File: config.mk
export PLATFORM = sky130hd
export DESIGN_NAME = alu_op_sequencer
export DESIGN_NICKNAME = d
export VERILOG_FILES = /design/src/rtl/alu_pkg.sv /design/src/rtl/alu_mult_ctrl.sv /design/src/rtl/alu_op_sequencer.sv
export SDC_FILE = /design/constraint.sdc
export NUM_CORES = 1
export LEC_CHECK = 0
export BUFFER_PORTS_ARGS = -buffer_cell sky130_fd_sc_hd__buf_2
export CAP_MARGIN = 20
export CELL_PAD_IN_SITES_DETAIL_PLACEMENT = 0
export CELL_PAD_IN_SITES_GLOBAL_PLACEMENT = 1
export CORE_MARGIN = 4
export CORE_UTILIZATION = 28
export CTS_CLUSTER_SIZE = 24
export DETAILED_ROUTE_END_ITERATION = 16
export PLACE_DENSITY = 0.81
export SLEW_MARGIN = 20
export SYNTH_ARGS = -nofsm -noshare
export SYNTH_HDL_FRONTEND = slang
export SYNTH_HIERARCHICAL = 1
export SYNTH_SLANG_ARGS = --single-unit
File: constraint.sdc
create_clock -name clk -period 1.3 [get_ports clk]
set_clock_uncertainty 0.1 [all_clocks]
set_input_delay 0.13 -clock clk [delete_from_list [all_inputs] [get_ports clk]]
set_output_delay 0.13 -clock clk [all_outputs]
set_load 0.01 [all_outputs]
File: src/rtl/alu_pkg.sv
// Shared opcode encodings, flag bit positions and sequencer FSM states for the
// 32-bit ALU and its operation sequencer.
package alu_pkg;

  localparam logic [3:0] OP_AND  = 4'b0000;
  localparam logic [3:0] OP_OR   = 4'b0001;
  localparam logic [3:0] OP_XOR  = 4'b0010;
  localparam logic [3:0] OP_NOR  = 4'b0011;
  localparam logic [3:0] OP_NAND = 4'b0100;
  localparam logic [3:0] OP_XNOR = 4'b0101;
  localparam logic [3:0] OP_ADD  = 4'b0110;
  localparam logic [3:0] OP_SUB  = 4'b0111;
  localparam logic [3:0] OP_SLT  = 4'b1000;
  localparam logic [3:0] OP_MUL  = 4'b1001;
  localparam logic [3:0] OP_SLL  = 4'b1010;
  localparam logic [3:0] OP_SRL  = 4'b1011;
  localparam logic [3:0] OP_MOV  = 4'b1100;
  localparam logic [3:0] OP_ASR  = 4'b1101;

  // Flag vector is {Cout, Negative, Zero, Overflow}.
  localparam int FLAG_C = 3;
  localparam int FLAG_N = 2;
  localparam int FLAG_Z = 1;
  localparam int FLAG_V = 0;

  typedef enum logic [1:0] {
    ST_IDLE = 2'd0,
    ST_EXEC = 2'd1,
    ST_MULT = 2'd2,
    ST_DONE = 2'd3
  } seq_state_t;

endpackage

File: src/rtl/alu_mult_ctrl.sv
// Shift-and-add multiply state: accumulator, shifted multiplicand, multiplier
// and step counter. The add itself is done by the external ALU.
module alu_mult_ctrl #(
  parameter int WIDTH      = 32,
  parameter int MULT_STEPS = 32
) (
  input  logic             clk,
  input  logic             rst,
  input  logic             start,
  input  logic             step,
  input  logic [WIDTH-1:0] a,
  input  logic [WIDTH-1:0] b,
  input  logic [WIDTH-1:0] alu_y,
  output logic [WIDTH-1:0] acc,
  output logic [WIDTH-1:0] mcand,
  output logic [WIDTH-1:0] product,
  output logic             done
);

  localparam int CW = $clog2(MULT_STEPS + 1);

  logic [WIDTH-1:0] mplr;
  logic [CW-1:0]    cnt;

  // alu_y carries acc + mcand this cycle; keep it only when the multiplier bit is set.
  assign product = mplr[0] ? alu_y : acc;
  assign done    = step && (cnt == CW'(MULT_STEPS - 1));

  always_ff @(posedge clk) begin
    if (rst) begin
      cnt <= '0;
    end else if (start) begin
      acc   <= '0;
      mcand <= a;
      mplr  <= b;
      cnt   <= '0;
    end else if (step) begin
      acc   <= product;
      mcand <= mcand << 1;
      mplr  <= mplr >> 1;
      cnt   <= cnt + CW'(1);
    end
  end

endmodule

File: src/rtl/alu_op_sequencer.sv
// Command/response sequencer around an external combinational ALU.
// Multiply (opcode 1001) is built only when ALU_SEQ_MULT_EN is defined;
// otherwise that opcode returns an error response.
module alu_op_sequencer
  import alu_pkg::*;
#(
  parameter int WIDTH      = 32,
  parameter int MULT_STEPS = 32
) (
  input  logic             clk,
  input  logic             rst,
  input  logic             cmd_valid,
  output logic             cmd_ready,
  input  logic [WIDTH-1:0] cmd_a,
  input  logic [WIDTH-1:0] cmd_b,
  input  logic [3:0]       cmd_sel,
  input  logic             cmd_cin,
  output logic [WIDTH-1:0] alu_a,
  output logic [WIDTH-1:0] alu_b,
  output logic [3:0]       alu_sel,
  output logic             alu_cin,
  input  logic [WIDTH-1:0] alu_y,
  input  logic [3:0]       alu_flags,
  output logic             rsp_valid,
  input  logic             rsp_ready,
  output logic [WIDTH-1:0] rsp_y,
  output logic [3:0]       rsp_flags,
  output logic             rsp_err
);

  if (MULT_STEPS != WIDTH) begin : g_param_check
    $error("alu_op_sequencer: MULT_STEPS must equal WIDTH");
  end

  seq_state_t       state;
  logic [WIDTH-1:0] op_a;
  logic [WIDTH-1:0] op_b;
  logic [3:0]       op_sel;
  logic             op_cin;
  logic             accept;

  assign accept = cmd_valid && cmd_ready;

  function automatic logic op_legal(input logic [3:0] sel);
`ifdef ALU_SEQ_MULT_EN
    return sel <= OP_ASR;
`else
    return (sel <= OP_ASR) && (sel != OP_MUL);
`endif
  endfunction

`ifdef ALU_SEQ_MULT_EN
  logic [WIDTH-1:0] mult_acc;
  logic [WIDTH-1:0] mult_mcand;
  logic [WIDTH-1:0] mult_product;
  logic             mult_done;

  function automatic logic [3:0] mult_flags(input logic [WIDTH-1:0] y);
    logic [3:0] f;
    f         = '0;
    f[FLAG_N] = y[WIDTH-1];
    f[FLAG_Z] = (y == '0);
    return f;
  endfunction

  alu_mult_ctrl #(
    .WIDTH      (WIDTH),
    .MULT_STEPS (MULT_STEPS)
  ) u_mult (
    .clk     (clk),
    .rst     (rst),
    .start   (accept && (cmd_sel == OP_MUL)),
    .step    (state == ST_MULT),
    .a       (cmd_a),
    .b       (cmd_b),
    .alu_y   (alu_y),
    .acc     (mult_acc),
    .mcand   (mult_mcand),
    .product (mult_product),
    .done    (mult_done)
  );

  // While multiplying, the ALU performs acc + mcand from the multiply registers.
  assign alu_a   = (state == ST_MULT) ? mult_acc   : op_a;
  assign alu_b   = (state == ST_MULT) ? mult_mcand : op_b;
  assign alu_sel = (state == ST_MULT) ? OP_ADD     : op_sel;
  assign alu_cin = (state == ST_MULT) ? 1'b0       : op_cin;
`else
  assign alu_a   = op_a;
  assign alu_b   = op_b;
  assign alu_sel = op_sel;
  assign alu_cin = op_cin;
`endif

  always_ff @(posedge clk) begin
    if (rst) begin
      state     <= ST_IDLE;
      cmd_ready <= 1'b1;
      rsp_valid <= 1'b0;
      rsp_y     <= '0;
      rsp_flags <= '0;
      rsp_err   <= 1'b0;
      op_a      <= '0;
      op_b      <= '0;
      op_sel    <= '0;
      op_cin    <= 1'b0;
    end else begin
      case (state)
        ST_IDLE: begin
          if (accept) begin
            op_a      <= cmd_a;
            op_b      <= cmd_b;
            op_sel    <= cmd_sel;
            op_cin    <= cmd_cin;
            cmd_ready <= 1'b0;
            if (!op_legal(cmd_sel)) begin
              state     <= ST_DONE;
              rsp_valid <= 1'b1;
              rsp_y     <= '0;
              rsp_flags <= '0;
              rsp_err   <= 1'b1;
`ifdef ALU_SEQ_MULT_EN
            end else if (cmd_sel == OP_MUL) begin
              state <= ST_MULT;
`endif
            end else begin
              state <= ST_EXEC;
            end
          end
        end
        ST_EXEC: begin
          state     <= ST_DONE;
          rsp_valid <= 1'b1;
          rsp_y     <= alu_y;
          rsp_flags <= alu_flags;
          rsp_err   <= 1'b0;
        end
        ST_MULT: begin
`ifdef ALU_SEQ_MULT_EN
          if (mult_done) begin
            state     <= ST_DONE;
            rsp_valid <= 1'b1;
            rsp_y     <= mult_product;
            rsp_flags <= mult_flags(mult_product);
            rsp_err   <= 1'b0;
          end
`else
          state     <= ST_IDLE;
          cmd_ready <= 1'b1;
`endif
        end
        ST_DONE: begin
          if (rsp_ready) begin
            state     <= ST_IDLE;
            rsp_valid <= 1'b0;
            cmd_ready <= 1'b1;
          end
        end
        default: begin
          state     <= ST_IDLE;
          cmd_ready <= 1'b1;
        end
      endcase
    end
  end

endmodule

* After elaboration in Yosys (flattened, before gate mapping)
Index checks and enable logic that the tools add are counted.
** Word-level totals
- ROM bits :: 0
- Bits in writable memories :: 0
- Bits in latches :: 0
- Memories :: 0
- Flip-flop bits (word level) :: 110
- Output and inout bits :: 108
** Operators by class
- Mux-type cells :: 18
- Bitwise logic cells :: 0
- Div/mod/pow operators :: 0
- $lt $le $gt $ge :: 1
- Eq/ne operators :: 7
- Shifts and indexed selects :: 0
- $add $sub $neg :: 0
- Multipliers :: 0
- Reduce and logical (&&, ||, !) cells :: 11
** Operator list (number)
- $mux 32 :: 2
- $pmux 32 s2 :: 1
- $mux 4 :: 2
- $pmux 2 s4 :: 1
- $pmux 4 s2 :: 1
- $mux 2 :: 3
- $ne 2x2->1 const B :: 3
- $pmux 1 s3 :: 2
- $reduce_and 3->1 :: 2
- $reduce_bool 3->1 :: 2
- $mux 1 :: 5
- $eq 2x2->1 const B :: 2
- $le 4x4->1 const B :: 1
- $ne 4x4->1 const B :: 1
- $reduce_and 2->1 :: 2
- $reduce_and 4->1 :: 1
- $eq 2x1->1 const B :: 1
- $logic_and 1x1->1 :: 2
- $logic_not 2->1 :: 1
- $pmux 1 s2 :: 1
- $reduce_bool 2->1 :: 1

* Logic depth before layout (Yosys ltp)
- Word-level depth :: 5
- Gate-level depth with buffers :: 6

* Worst setup path after synthesis
OpenSTA, ideal clock, no wires.
- Kind :: register to register
- From :: reg state[1]
- To :: reg rsp_y[21]
- Setup time :: 0.117 ns
- Path slack :: -0.083 ns
- Stages on the path, launching flop included :: 6
- Arrival time :: 1.165 ns
- Period minus slack after synthesis :: 1.383 ns
- Required time :: 1.083 ns
- Cells stage by stage :: dfxtp_1 -> nor2b_2 -> o2111ai_1 -> buf_2 -> buf_6 -> a32o_1
** On the way
- Cells in the longest elaborated chain, start to end :: 3
- Elaborated cells on any way between the ends :: 7
- Classes of those cells :: 3 x eq/ne; 1 x mux; 3 x reduce/logical
** RTL lines
- start, declared :: RTL line alu_op_sequencer.sv:35 : seq_state_t state;
- start signal, assigned :: RTL line alu_op_sequencer.sv:97 : state <= ST_IDLE;
- start signal, assigned :: RTL line alu_op_sequencer.sv:117 : state <= ST_DONE;
- start signal, assigned :: RTL line alu_op_sequencer.sv:127 : state <= ST_EXEC;
- $eq 2x1->1 or $logic_not 2->1 (tied branches) :: RTL line alu_op_sequencer.sv:108 : case (state)
- $reduce_bool 2->1 (no line) or $ne 2x2->1 (tied branches)
- $reduce_and 3->1 (no line)
- end signal, assigned :: RTL line alu_op_sequencer.sv:134 : rsp_y <= alu_y;
- end, declared :: RTL line alu_op_sequencer.sv:26 : output logic [WIDTH-1:0] rsp_y,
Parallel ways exist; a longest one is shown, timed or not.
A chain may end at the register's enable or synchronous reset.

* Worst setup path after layout
- From :: reg state[0]
- To :: reg op_b[18] (netlist: alu_b[18])
** On the way
- Cells in the longest elaborated chain, start to end :: 2
** RTL lines
- $logic_not 2->1 :: RTL line alu_op_sequencer.sv:108
- $reduce_and 2->1 (no line)
- end signal, assigned :: RTL line alu_op_sequencer.sv:112 : op_b <= cmd_b;
- end, declared :: RTL line alu_op_sequencer.sv:37 : logic [WIDTH-1:0] op_b;
No other way between the ends.

==> qor.yml <==
place.gp.congestion: 0.764
crit_type: "reg -> reg"
endpoint_kind: "flip-flop"
p_per_area_nw_per_um2: 1190
cts_buffers: 9
area_growth_pct: 74.0
design.core.area_um2: 13200
grt_overflow: 0
grt_pass1_vias: 4171
layoutNonFillerInstCount: 915
max_freq_mhz: 721
drive_gt1_share_pct: 36.2
slew_headroom_pct: 74.6
worstPathCellList: "nor4bb_4, buf_4, buf_12, nand2_1, a21oi_1"
tightest_slew_ns: 0.381
drtIter0Drc: 199
cts_tree: "built"
post-route-min-period_ns: 1.39
crit_slowest_cell: "dfxtp_2"
ir_worst_vdd_mv: 0.589
portBuffers: 216
p_leak_nw: 3.02
grt_max_degree: 40
grt_pass1_wl_mm: 20.5
cpPeakStageDelay_ns: 0.36
fin_ws_ns: -0.0875
clk_pin_slew_ns: 0.07
fin_setup_tns_ns: -4.90
hpwlAfterDp_mm: 7.87
initial_core_util_pct: 28.6
violations: "negative setup slack"
rsz0062_at_grt: "yes"
h-tree-depth: 3
clock_path_buffers: 2
fin_util_pct: 49.8
dp_cells: 790
fin_crit_sh_pct: 107
yosys_warnings: 6
root_buffer: "clkbuf_16"
worstPathBufferInverterCount: 2
drv_slew: 0
status: "finished, violations left"
hold_class: "in -> reg"
cts.sinks: 110
cp.arrival_ns: 1.55
synthDistinctLibCells: 21
vias: 4184
syn_area_per_cell_um2: 9.20
worstPathMaxFanout: 27
ys_ff_latch: 110
drt_wl_total_mm: 12.8
startpoint_type: "flip-flop"
nets: 842
antenna_found_initial: 1
setup_viol: 104
track_usage_pct: 15.9
firstDrtPassIters: 5
ant_nets: 0
fp.dieH_um: 124
drc_errors: 0
hold_ws_ns: 0.0219
power.total_mw: 7.85
crit_required_ns: 1.47
avgRoutedWirePerCell_um: 13.9
die_area_um2: 15500
io-pin-count: 217
fp-row-count: 42
ys_seq_area_share_pct: 58.1
die_w_um: 124
finalHoldViolations: 0
via_per_inst: 4.57
netlist_instances: 412
cap_violations: 0
syn_area_um2: 3790
path_delay_family: "simple AND/OR/NAND/NOR gates"
syn-num-nets: 521
clkLatencyLatePin_ns: 0.34
## cells in the mapped netlist
master	n	area [um2]
nor2b_2	1	8.76
o21bai_1	1	7.51
buf_6	7	78.8
a21boi_1	1	7.51
clkbuf_1	10	37.5
nor3b_1	1	7.51
nand2_1	141	529
and2_1	1	6.26
a21oi_1	74	370
nor4bb_1	1	10.0
nor2_2	1	6.26
a32o_1	36	360
buf_4	2	15.0
buf_2	16	80.1
o2111ai_1	1	8.76
nand4bb_1	1	11.3
nor2b_1	2	12.5
dfxtp_1	110	2200
inv_1	1	3.75
nand2b_1	3	18.8
a31o_2	1	8.76
## where the power goes
part           internal [mW]  switching, mW  total [mW]
registers               3.62          0.131        3.75
logic                  0.845          0.754        1.60
clock network           1.36           1.15        2.50
total                   5.82           2.03        7.85
## path summary, 6_finish.rpt
check | start | to | slack, ns | cells after the start
setup reg to reg | state[0] | alu_b[18] | -0.09 | 5
hold / removal | rsp_ready | rsp_valid | 0.02 | 3
hold reg to reg | alu_b[23] | alu_b[23] | 0.35 | 2
setup / recovery | state[0] | alu_b[18] | -0.09 | 5
## state kept, by name, summed over array words and instances, names as in the netlist
register / flops
alu_a: 32
rsp_err: 1
cmd_ready: 1
state: 2
alu_sel: 4
alu_b: 32
alu_cin: 1
rsp_y: 32
rsp_flags: 4
rsp_valid: 1
## kinds of logic after synthesis
kind of cell | count (synthesis) | synth area share (%)
and+or+nand+nor | 152 | 16.1
AOI/OAI and AO/OA | 114 | 20.1
DFF | 110 | 58.1
buffers and inverters | 36 | 5.68
## metrics by stage
stage | area, um2 | worst slack [ns]
after CTS | 6500 | -0.107
after global routing | 6600 | -0.182
final | 6600 | -0.0875
after global placement | 5180 | -0.0794
after detailed placement | 5180 | -0.119
after floorplan | 3820 | -0.0433
## what timing repair did
item	in CTS	in global routing
cloned	1	2
pin swaps	16	0
hold buffers	103	0
gates resized for setup	2	9
hold endpoints to repair	103	0
endpoints found under the setup margin	105	106
setup buffers	1	1
## cell usage in the layout (no fill, tap or decap)
cell type / netlist / routed
clkinv_2: 0 / 1
nor4bb_4: 0 / 1
a32o_1: 36 / 36
clkbuf_8: 0 / 1
a21boi_1: 1 / 1
buf_12: 0 / 8
nor2b_4: 0 / 2
clkbuf_16: 0 / 11
nand2b_1: 3 / 2
a31o_2: 1 / 1
nor2_4: 0 / 1
dfxtp_2: 0 / 2
buf_2: 16 / 216
clkbuf_1: 10 / 5
diode_2: 0 / 1
nand2b_4: 0 / 1
dfxtp_4: 0 / 1
nand4bb_4: 0 / 1
o21bai_1: 1 / 1
and2_1: 1 / 1
a21oi_1: 74 / 71
inv_1: 1 / 1
o2111ai_2: 0 / 1
buf_4: 2 / 15
nor2b_1: 2 / 1
a21oi_2: 0 / 3
nand2_1: 141 / 141
nor3b_1: 1 / 1
dlygate4sd3_1: 0 / 103
buf_8: 0 / 1
dfxtp_1: 110 / 107
## per-layer routing
layer	up-vias	global-route usage (%)	part of all wire, %
met3	33	4.72	7.0
met4	0	7.99	3.3
met5	-	0	0
li1	2053	-	-
met1	1920	18.1	41
met2	178	26.9	49
## worst reg2reg max path: cells and delay by family, from the launching register on
family	cells	cell delay [ns]
flops	1	0.36
buf+inv	2	0.34
simple gates	2	0.39
compound gates	1	0.12
## layout make-up
type                       count  area [um2]
fill                        1214        6650
timing repair buffer         345        2450
sequential                   110        2210
multi-input combinational    266        1450
clock buffer                  15         258
tap                          176         220
clock inverter                 1        5.00
inverter                       1        3.75
antenna                        1        2.50
Note: power is estimated with default switching activity, not from simulation.
